`config.mk`:
```
export PLATFORM = sky130hd
export DESIGN_NAME = mul_job_sequencer
export DESIGN_NICKNAME = d
export VERILOG_FILES = /design/src/rtl/mul_job_sequencer_pkg.sv /design/src/rtl/mul_job_sequencer_op_fifo.sv /design/src/rtl/mul_job_sequencer.sv
export SDC_FILE = /design/constraint.sdc
export NUM_CORES = 1
export LEC_CHECK = 0
export ABC_AREA = 1
export CORE_ASPECT_RATIO = 2
export CORE_UTILIZATION = 53
export CTS_CLUSTER_SIZE = 14
export DETAILED_ROUTE_END_ITERATION = 6
export PLACE_DENSITY = 0.83
export SYNTH_ARGS = -nofsm -noshare
export SYNTH_HDL_FRONTEND = slang
export SYNTH_SLANG_ARGS = --single-unit
```
`constraint.sdc`:
```
create_clock -name clk -period 1.8 [get_ports clk]
set_input_delay 0.18 -clock clk [delete_from_list [all_inputs] [get_ports clk]]
set_output_delay 0.18 -clock clk [all_outputs]
set_load 0.03 [all_outputs]
```
`src/rtl/mul_job_sequencer_pkg.sv`:
```
// Shared types and defaults for the multiplier job sequencer.
package mul_job_sequencer_pkg;

    localparam int unsigned DEFAULT_FIFO_DEPTH = 4;
    localparam int unsigned DEFAULT_TIMEOUT    = 15;
    localparam int unsigned OP_W               = 4;
    localparam int unsigned PROD_W             = 8;
    localparam int unsigned CNT_W              = 8;

    typedef enum logic [1:0] {
        ST_IDLE  = 2'd0,
        ST_ISSUE = 2'd1,
        ST_GUARD = 2'd2,
        ST_WAIT  = 2'd3
    } state_t;

    typedef struct packed {
        logic [OP_W-1:0] a;
        logic [OP_W-1:0] b;
    } op_pair_t;

endpackage

```
`src/rtl/mul_job_sequencer_op_fifo.sv`:
```
// Operand-pair FIFO with registered full/empty flags and a combinational head view.
module op_fifo #(
    parameter int unsigned DEPTH = 4,
    parameter int unsigned WIDTH = 8
) (
    input  logic             clk,
    input  logic             reset,
    input  logic             push,
    input  logic             pop,
    input  logic [WIDTH-1:0] wdata,
    output logic [WIDTH-1:0] rdata_c,
    output logic             full,
    output logic             empty
);

    localparam int unsigned AW = (DEPTH > 1) ? $clog2(DEPTH) : 1;
    localparam int unsigned CW = $clog2(DEPTH + 1);

    logic [WIDTH-1:0] mem [DEPTH];
    logic [AW-1:0]    wr_ptr;
    logic [AW-1:0]    rd_ptr;
    logic [CW-1:0]    count;
    logic [CW-1:0]    count_nxt;
    logic             do_push;
    logic             do_pop;

    assign do_push = push & ~full;
    assign do_pop  = pop & ~empty;
    assign rdata_c = mem[rd_ptr];

    always_comb begin
        count_nxt = count;
        if (do_push && !do_pop) begin
            count_nxt = count + CW'(1);
        end else if (do_pop && !do_push) begin
            count_nxt = count - CW'(1);
        end
    end

    always_ff @(posedge clk) begin
        if (do_push) begin
            mem[wr_ptr] <= wdata;
        end
    end

    // Flags are computed from the next occupancy so they stay registered.
    always_ff @(posedge clk) begin
        if (reset) begin
            wr_ptr <= '0;
            rd_ptr <= '0;
            count  <= '0;
            full   <= 1'b0;
            empty  <= 1'b1;
        end else begin
            if (do_push) wr_ptr <= wr_ptr + AW'(1);
            if (do_pop)  rd_ptr <= rd_ptr + AW'(1);
            count <= count_nxt;
            full  <= (count_nxt == CW'(DEPTH));
            empty <= (count_nxt == CW'(0));
        end
    end

endmodule

```
`src/rtl/mul_job_sequencer.sv`:
```
// Feeds queued operand pairs to an add-shift multiplier one job at a time and
// collects each product into a single-entry result slot, aborting stalled jobs.
module mul_job_sequencer
    import mul_job_sequencer_pkg::*;
#(
    parameter int unsigned FIFO_DEPTH = DEFAULT_FIFO_DEPTH,
    parameter int unsigned TIMEOUT    = DEFAULT_TIMEOUT
) (
    input  logic       clk,
    input  logic       reset,
    input  logic       in_valid,
    output logic       in_ready,
    input  logic [3:0] in_a,
    input  logic [3:0] in_b,
    output logic       mul_start,
    output logic [3:0] mul_a,
    output logic [3:0] mul_b,
    input  logic       mul_ready,
    input  logic [7:0] mul_product,
    output logic       out_valid,
    input  logic       out_ready,
    output logic [3:0] out_a,
    output logic [3:0] out_b,
    output logic [7:0] out_product,
    output logic       timeout_err,
    output logic [7:0] jobs_done
);

    state_t           state;
    logic [CNT_W-1:0] wait_cnt;
    op_pair_t         push_pair;
    op_pair_t         head_c;
    logic             fifo_full;
    logic             fifo_empty;
    logic             fifo_pop;
    logic             slot_free;

    assign push_pair = '{a: in_a, b: in_b};
    assign in_ready  = ~fifo_full;
    assign fifo_pop  = (state == ST_ISSUE);
    assign slot_free = ~out_valid | out_ready;

    op_fifo #(
        .DEPTH (FIFO_DEPTH),
        .WIDTH ($bits(op_pair_t))
    ) u_op_fifo (
        .clk     (clk),
        .reset   (reset),
        .push    (in_valid),
        .pop     (fifo_pop),
        .wdata   (push_pair),
        .rdata_c (head_c),
        .full    (fifo_full),
        .empty   (fifo_empty)
    );

    // Operands are latched on entry to ISSUE so they are valid alongside the start pulse.
    always_ff @(posedge clk) begin
        if (reset) begin
            state       <= ST_IDLE;
            wait_cnt    <= '0;
            mul_start   <= 1'b0;
            mul_a       <= '0;
            mul_b       <= '0;
            out_valid   <= 1'b0;
            out_a       <= '0;
            out_b       <= '0;
            out_product <= '0;
            timeout_err <= 1'b0;
            jobs_done   <= '0;
        end else begin
            mul_start   <= 1'b0;
            timeout_err <= 1'b0;
            if (out_valid && out_ready) begin
                out_valid <= 1'b0;
            end
            case (state)
                ST_IDLE: begin
                    if (!fifo_empty && slot_free) begin
                        state     <= ST_ISSUE;
                        mul_start <= 1'b1;
                        mul_a     <= head_c.a;
                        mul_b     <= head_c.b;
                    end
                end
                ST_ISSUE: begin
                    state <= ST_GUARD;
                end
                // mul_ready may still reflect the previous job here.
                ST_GUARD: begin
                    wait_cnt <= '0;
                    state    <= ST_WAIT;
                end
                ST_WAIT: begin
                    if (mul_ready) begin
                        out_valid   <= 1'b1;
                        out_a       <= mul_a;
                        out_b       <= mul_b;
                        out_product <= mul_product;
                        jobs_done   <= jobs_done + 8'd1;
                        state       <= ST_IDLE;
                    end else if (wait_cnt == CNT_W'(TIMEOUT - 1)) begin
                        timeout_err <= 1'b1;
                        state       <= ST_IDLE;
                    end else begin
                        wait_cnt <= wait_cnt + CNT_W'(1);
                    end
                end
                default: state <= ST_IDLE;
            endcase
        end
    end

endmodule

```
# After elaboration in Yosys (flattened, before gate mapping)
# Memory sizes are Yosys's and may differ from the RTL's. A register that Yosys moved wholly into a read port is not among the register bits.
# Cells that the tools add are included.
[totals] output_inout_bits=36 input_bits=21 mem_bits_rw=32 elab_cells=70 mem_count=1 regBits=46
[mem_list] name="u_op_fifo.mem" depth=4 width=8 read_ports=1 rd_ports_with_merged_regs=1 wr=1 line_no="mul_job_sequencer_op_fifo.sv:19" rtl="logic [WIDTH-1:0] mem [DEPTH];"
[op_classes] bitwise=8 n_eq_ne=9 mux=16 n_reduce_logical=16 addsub=6
[op_table] cell="$add A8 B1 Y8 const B" count=2
[op_table] cell="$mux W8" count=2
[op_table] cell="$pmux W8 S2" count=1
[op_table] cell="$eq A8 B4 Y1 const B" count=1
[op_table] cell="$pmux W2 S4" count=1
[op_table] cell="$mux W1" count=7
[op_table] cell="$mux W2" count=3
[op_table] cell="$mux W3" count=2
[op_table] cell="$ne A2 B2 Y1 const B" count=3
[op_table] cell="$reduce_and A2 Y1" count=3
[op_table] cell="$not A1 Y1" count=5
[op_table] cell="$add A2 B1 Y2 const B" count=2
[op_table] cell="$eq A2 B2 Y1 const B" count=2
[op_table] cell="$logic_and A1 B1 Y1" count=4
[op_table] cell="$add A3 B1 Y3 const B" count=1
[op_table] cell="$eq A3 B3 Y1 const B" count=1
[op_table] cell="$logic_not A1 Y1" count=3
[op_table] cell="$logic_not A3 Y1" count=1
[op_table] cell="$ne A3 B3 Y1 const B" count=1
[op_table] cell="$reduce_and A3 Y1" count=1
[op_table] cell="$reduce_or A3 Y1" count=1
[op_table] cell="$sub A3 B1 Y3 const B" count=1
[op_table] cell="$and A1 B1 Y1" count=2
[op_table] cell="$eq A2 B1 Y1 const B" count=1
[op_table] cell="other kinds (4)" count=4

# Longest topological paths before layout
# Gate-level depths: netlist (run 1).
[logic_depth] ltp_word=7 ltp_mapped=11 depth_no_buf=11

# Cells and area by module
# From an unflattened synthesis (run 1), not the netlist that was laid out.
[hier_totals] cells_unflattened=409 area_unflattened_um2=3684.8
[by_module_without_submodules] mod="mul_job_sequencer" seq_area_each_um2=900.9 cells_each=255 area_per_inst_um2=1910.6 instances=1
[by_module_without_submodules] mod="op_fifo" seq_area_each_um2=1181.1 cells_each=154 area_per_inst_um2=1774.2 instances=1

# Worst setup path before layout (run 1)
# No wires, ideal clock.
[synth_timing] path_kind="reg-to-reg" startpoint="register u_op_fifo.full" endpoint="memory u_op_fifo.mem[0][0] (enable)" slack_ps=353 required_ps=1429 t_arrival_ps=1076 path_buffers=0 setup_time_ps=371 path_stages_with_launch=4 period_less_slack_ps=1447 path_cell_list="dfxtp_1 -> inv_1 -> nand2_2 -> nor2_1"
[synth_via] elab_chain_cells=4
[synth_lines] item="start, declared" line_no="mul_job_sequencer_op_fifo.sv:12" rtl="output logic full,"
[synth_lines] item="start signal, assigned" line_no="mul_job_sequencer_op_fifo.sv:58" rtl="full <= (count_nxt == CW'(DEPTH));"
[synth_lines] item="$not A1 Y1"
[synth_lines] item="named net in_ready" line_no="mul_job_sequencer.sv:12" rtl="output logic in_ready,"
[synth_lines] item="$and A1 B1 Y1" line_no="mul_job_sequencer_op_fifo.sv:27" rtl="assign do_push = push & ~full;"
[synth_lines] item="$mux W1" line_no="mul_job_sequencer_op_fifo.sv:41" rtl="if (do_push) begin"
[synth_lines] item="$mux W1 (not written as such)" line_no="mul_job_sequencer_op_fifo.sv:42" rtl="mem[wr_ptr] <= wdata;"
[synth_lines] item="end, declared" line_no="mul_job_sequencer_op_fifo.sv:19"
# The timed path passes the listed nets, and every way through them passes these cells.

# Worst setup path after layout (run 1)
[layout_timing] startpoint="register jobs_done[3]" endpoint="output jobs_done[3]"
[layout_rtl] item="start, declared" line_no="mul_job_sequencer.sv:26" rtl="output logic [7:0] jobs_done"
[layout_rtl] item="start signal, assigned" line_no="mul_job_sequencer.sv:100" rtl="jobs_done <= jobs_done + 8'd1;"
# No word-level cell between the ends.

==> impl_metrics.json, run 1 <==
{
  "leakagePower_nw": 1.83,
  "portBuffers": 56,
  "drt-met1-wl_um": 2910,
  "max_slew_margin_pct": 73.4,
  "cts.sinks": 86,
  "synth_top_area_share_pct": 30.1,
  "grt_pass1_wl_um": 12700,
  "ys_ff_latch": 86,
  "drtAntennaViolNets": 0,
  "route.met2.wl_um": 4260,
  "worstSetupPathType": "reg -> out",
  "seq_area_sq_mm": 0.00204,
  "synth_ff_type": "dfxtp_1",
  "status": "completed",
  "fin_ws_ps": 167,
  "die-height_um": 118,
  "io_pins": 57,
  "grt_antenna_before_repair": 0,
  "cts.clk_slew.worst_paths_ps": 60,
  "nFillCells": 499,
  "start_util_pct": 54.7,
  "grt_use_total_pct": 24.2,
  "netlist_area_sq_mm": 0.00359,
  "power_density_mw_per_mm2": 1260,
  "numCtsBuffers": 9,
  "max_freq_ghz": 0.612,
  "hold_violations": 0,
  "dp_worst_setup_slack_ps": 248,
  "clk_path_buf_depth": 2,
  "routed_wl_um": 7640,
  "cpMaxStageDelayCell": "clkdlybuf4s50_1",
  "worstRegToRegCells": 10,
  "synth_top_area_cell": "dfxtp_1",
  "multi_input_area_sq_mm": 0.00132,
  "cts_resized": 0,
  "synth_area_leaders": "dfxtp_1, edfxtp_1, nor2_1",
  "avgRoutedWirePerCell_um": 13.5,
  "clock_latency_ps": 340,
  "via_per_inst": 5.09,
  "holdPathStages": 1,
  "period_share_pct": 90.7,
  "drt_first_iter_violations": 153,
  "setup_viol": 0,
  "ys_seq_area_share_pct": 56.8,
  "first_pass_iters": 4,
  "worst_slew_pin_slew_ps": 399,
  "fin_crit_ps": 1630,
  "worstPathRequired_ps": 1620,
  "r2r_setup_slack_ps": 220,
  "synth_edf_count": 32,
  "cp_top_family": "buffers and inverters",
  "place_inst": 552,
  "maxUsedRoutingLayer": "met4",
  "drc_errors": 0,
  "min-delay-path-class": "reg -> reg",
  "fin_cells": 568,
  "met3_length_um": 250,
  "finalSetupTns_ps": 0,
  "antenna_cells": 0,
  "vias": 2893,
  "crit_path_end_kind": "output pin",
  "cp.arrival_ps": 1450,
  "syn_inst": 411,
  "grt_max_degree": 43,
  "die_area_sq_mm": 0.00713,
  "final_area_sq_mm": 0.00462,
  "grt_pass1_vias": 2778,
  "r2r-start": "state[1]",
  "timing.rr.end": "u_op_fifo.full",
  "rsz0062_at_grt": "false",
  "finalPower_mw": 5.81,
  "grt-ovfl-total": 0,
  "placed_area_sq_mm": 0.00428,
  "critPathMaxStageDelay_ps": 700,
  "synth_cell_types": 29,
  "drive_above_1_share_pct": 6.67,
  "hold_buffers": 0,
  "rows": 42,
  "cts_root_buf": "clkbuf_16",
  "worstHoldEndpoint": "wait_cnt[7]",
  "avgSynthCellArea_sq_um": 8.74,
  "synth_fp_nets": 445,
  "ys_async_sr_fraction_pct": 0,
  "hpwl_um": 5410,
  "routabilityCongestion": 0.956,
  "peakVddDrop_mv": 0.955,
  "postCtsSetupBuffers": 0,
  "cp_max_fo": 6,
  "cts-htree-levels": 3,
  "path_cells": "clkdlybuf4s50_1",
  "die_w_um": 60.2,
  "area_delta_synth_final_pct": 28.5,
  "holdCritStartpoint": "wait_cnt[7]",
  "start_kind": "flop",
  "final.setup_skew_ps": 4.67,
  "cap_violations": 0,
  "maxSlewViolCount": 0,
  "tritoncts": "done",
  "worst-path-buf-inv": 1,
  "coreArea_sq_mm": 0.00657,
  "yosysWarnings": 0,
  "final_nets": 509
}
## layer usage
layer	vias to the layer above	track usage, %
met2	78	42.4
met1	1321	26.0
li1	1470	-
met3	24	4.92
met4	0	11.6
met5	-	0
## state kept, by name (all words and copies together) (netlist names), 3 cells and up
| name | flops |
|---|---|
| jobs_done | 8 |
| mul_a | 4 |
| mul_b | 4 |
| out_a | 4 |
| out_b | 4 |
| out_product | 8 |
| u_op_fifo.count | 3 |
| u_op_fifo.mem | 32 |
| wait_cnt | 8 |
## area by class of cell
class | instances | share of cell area, %
multi-input combinational | 271 | 28.5
clock inverter | 6 | 2.39
sequential | 86 | 44.2
clock buffer | 10 | 4.96
timing repair buffer | 66 | 14.0
tap | 88 | 2.39
inverter | 41 | 3.44
## kinds of logic after synthesis
family	Yosys count	share of synthesized area [%]
AO/OA/AOI/OAI	74	10.9
XOR/XNOR	1	0.244
AND/OR/NAND/NOR	183	21.0
adder cells (fa/ha/maj)	13	4.53
flip-flops	86	56.8
buffers and inverters	54	6.48
## how the worst max path moves through the flow
stage                         startpoint                   to  slack (ps)  cells after the start
after floorplan           u_op_fifo.full  u_op_fifo.mem[0][0]         350                      3
after global placement          in_valid       u_op_fifo.full         280                      9
after detailed placement        in_valid       u_op_fifo.full         250                      9
after CTS                   jobs_done[3]         jobs_done[3]         150                      1
after global routing            state[1]       u_op_fifo.full          70                     10
final                       jobs_done[3]         jobs_done[3]         170                      1
## cells in the mapped netlist, types with 2 or more instances
cell      instances
o21ai_0          47
ha_1             13
dfxtp_1          54
nand4_1           3
a21oi_1          19
nand3_1          18
nand3_2           2
a31oi_1           7
clkbuf_1          5
buf_2             5
nor3_1            2
nor2_1           97
nand2_1          55
inv_1            38
edfxtp_1         32
## cell usage in the layout, fill, tap and decap left out
cell type        Yosys  layout
buf_12               0       1
a21oi_1             19      19
inv_6                1       1
nor2_1              97      97
nand2_4              1       1
inv_1               38      38
nand4_1              3       3
clkinvlp_4           0       1
edfxtp_1            32      32
clkbuf_16            0       9
inv_2                1       1
o21ai_0             47      47
nand2_2              1       1
nand3b_1             1       1
clkdlybuf4s50_1      0      56
nand3_1             18      18
o21bai_4             1       1
and3_1               1       1
bufinv_16            0       3
buf_4                0       9
clkbuf_1             5       1
ha_1                13      13
nor3_1               2       2
a31oi_1              7       7
nor4_1               1       1
dfxtp_1             54      54
clkinv_1             1       2
nand2_1             55      55
nor2_2               1       1
nand3_2              2       2
clkinv_4             0       1
xor2_1               1       1
## stage by stage
step / hold slack, ps / utilization, %
finish: 459 / 70.3
global route: 464 / 70.3
CTS: 454 / 70.3
detailed placement: 452 / 65.1
global placement: 441 / 65.1
floorplan: 259 / -
## power breakdown
part           internal, mW  leakage [nW]  switching, mW
Clock                  1.35         0.160          0.732
Combinational         0.512         0.939          0.839
Sequential             2.23         0.732          0.141
Total                  4.10          1.83           1.71
Power figures use the tool's default switching activity.
==> run 2: changes to the inputs <==
Settings changed: CTS_CLUSTER_DIAMETER set to 150, REMOVE_ABC_BUFFERS set to 1.
Clock period 1.8 ns to 1.7 ns, I/O delays scaled along.
==> impl_metrics.json, run 2 (synthesis gave the netlist of run 1 again) <==
{
  "maxSlewViolCount": 0,
  "tritoncts": "done",
  "hpwl_um": 5410,
  "cts-htree-levels": 3,
  "final_nets": 510,
  "start_util_pct": 54.7,
  "grt_use_total_pct": 23.3,
  "rows": 42,
  "routed_wl_um": 7370,
  "placed_area_sq_mm": 0.00430,
  "top_register": "u_op_fifo.mem",
  "worst-path-buf-inv": 1,
  "setup_viol": 0,
  "clock_latency_ps": 340,
  "cp.arrival_ps": 1440,
  "drtAntennaViolNets": 0,
  "cp_top_family": "buffers and inverters",
  "cpMaxStageDelayCell": "clkdlybuf4s50_1",
  "portBuffers": 56,
  "hold_violations": 0,
  "cts_resized": 0,
  "holdPathStages": 1,
  "die-height_um": 118,
  "die_w_um": 60.2,
  "holdCritStartpoint": "wait_cnt[7]",
  "cts.clk_slew.worst_paths_ps": 60,
  "status": "completed",
  "cp_max_fo": 6,
  "rsz0062_at_grt": "false",
  "finalPower_mw": 5.73,
  "maxUsedRoutingLayer": "met4",
  "leakagePower_nw": 1.81,
  "finalSetupTns_ps": 0,
  "avgRoutedWirePerCell_um": 13.0,
  "fin_crit_ps": 1610,
  "largest_register_ff_count": 32,
  "coreArea_sq_mm": 0.00657,
  "crit_path_end_kind": "output pin",
  "postCtsSetupBuffers": 0,
  "grt-ovfl-total": 0,
  "numCtsBuffers": 9,
  "min-delay-path-class": "reg -> reg",
  "grt_max_degree": 43,
  "final_area_sq_mm": 0.00457,
  "r2r_setup_slack_ps": 170,
  "first_pass_iters": 4,
  "worstHoldEndpoint": "wait_cnt[7]",
  "final.setup_skew_ps": 3.99,
  "hold_buffers": 0,
  "route.met2.wl_um": 4070,
  "layout_common_cells": "nor2_1, clkdlybuf4s50_1, nand2_1, dfxtp_1, o21ai_0",
  "drc_errors": 0,
  "r2r-start": "state[1]",
  "via_per_inst": 5.11,
  "start_kind": "flop",
  "peakVddDrop_mv": 1.07,
  "drt-met1-wl_um": 2790,
  "critPathMaxStageDelay_ps": 700,
  "worstSetupPathType": "reg -> out",
  "io_pins": 57,
  "area_delta_synth_final_pct": 27.2,
  "worstRegToRegCells": 5,
  "die_area_sq_mm": 0.00713,
  "mostFrequentLayoutCell": "nor2_1",
  "cts_root_buf": "clkbuf_16",
  "grt_pass1_vias": 2772,
  "max_freq_ghz": 0.622,
  "met3_length_um": 362,
  "worst_slew_pin_slew_ps": 414,
  "clk_path_buf_depth": 2,
  "antenna_cells": 0,
  "timing.rr.end": "out_a[1]",
  "cap_violations": 0,
  "routabilityCongestion": 0.879,
  "worstPathRequired_ps": 1530,
  "drive_above_1_share_pct": 6.88,
  "cts.sinks": 86,
  "vias": 2902,
  "power_density_mw_per_mm2": 1250,
  "grt_pass1_wl_um": 12200,
  "period_share_pct": 94.5,
  "grt_antenna_before_repair": 0,
  "max_slew_margin_pct": 72.4,
  "path_cells": "clkdlybuf4s50_1",
  "drt_first_iter_violations": 174
}
-- run 2: through the flow --
step	hold slack (ps)	setup WS (ps)	cells	util (%)
after floorplan	239	159	398	-
after global placement	443	184	553	65.4
after detailed placement	454	148	553	65.4
after CTS	449	81.8	568	69.5
after global routing	473	2.49	568	69.5
final	456	93.2	568	69.5
-- run 2: report_power, final --
| part | total [mW] | switching [mW] | internal (mW) |
|---|---|---|---|
| clock network | 1.78 | 0.738 | 1.04 |
| logic | 1.44 | 0.870 | 0.572 |
| registers | 2.51 | 0.144 | 2.36 |
| total | 5.73 | 1.75 | 3.97 |
-- run 2: layout make-up --
class / count / area (sq um)
Clock buffer: 12 / 250
Clock inverter: 3 / 21.3
Fill cell: 521 / 2000
Inverter: 41 / 159
Multi-Input combinational cell: 271 / 1320
Sequential cell: 86 / 2040
Tap cell: 88 / 110
Timing Repair Buffer: 67 / 668
-- run 2: how the worst max path moves through the flow --
| stage | start | to | cells after the start | slack, ps |
|---|---|---|---|---|
| after floorplan | state[1] | jobs_done[6] | 8 | 160 |
| after global placement | in_valid | u_op_fifo.full | 9 | 180 |
| after detailed placement | in_valid | u_op_fifo.full | 9 | 150 |
| after CTS | jobs_done[3] | jobs_done[3] | 1 | 80 |
| after global routing | state[0] | jobs_done[7] | 7 | 2 |
| final | jobs_done[3] | jobs_done[3] | 1 | 90 |
-- run 2: per-layer routing --
layer	vias to the layer above	track usage (%)
met2	65	39.6
met4	0	10.5
li1	1479	-
met5	-	0
met1	1349	25.3
met3	9	6.89
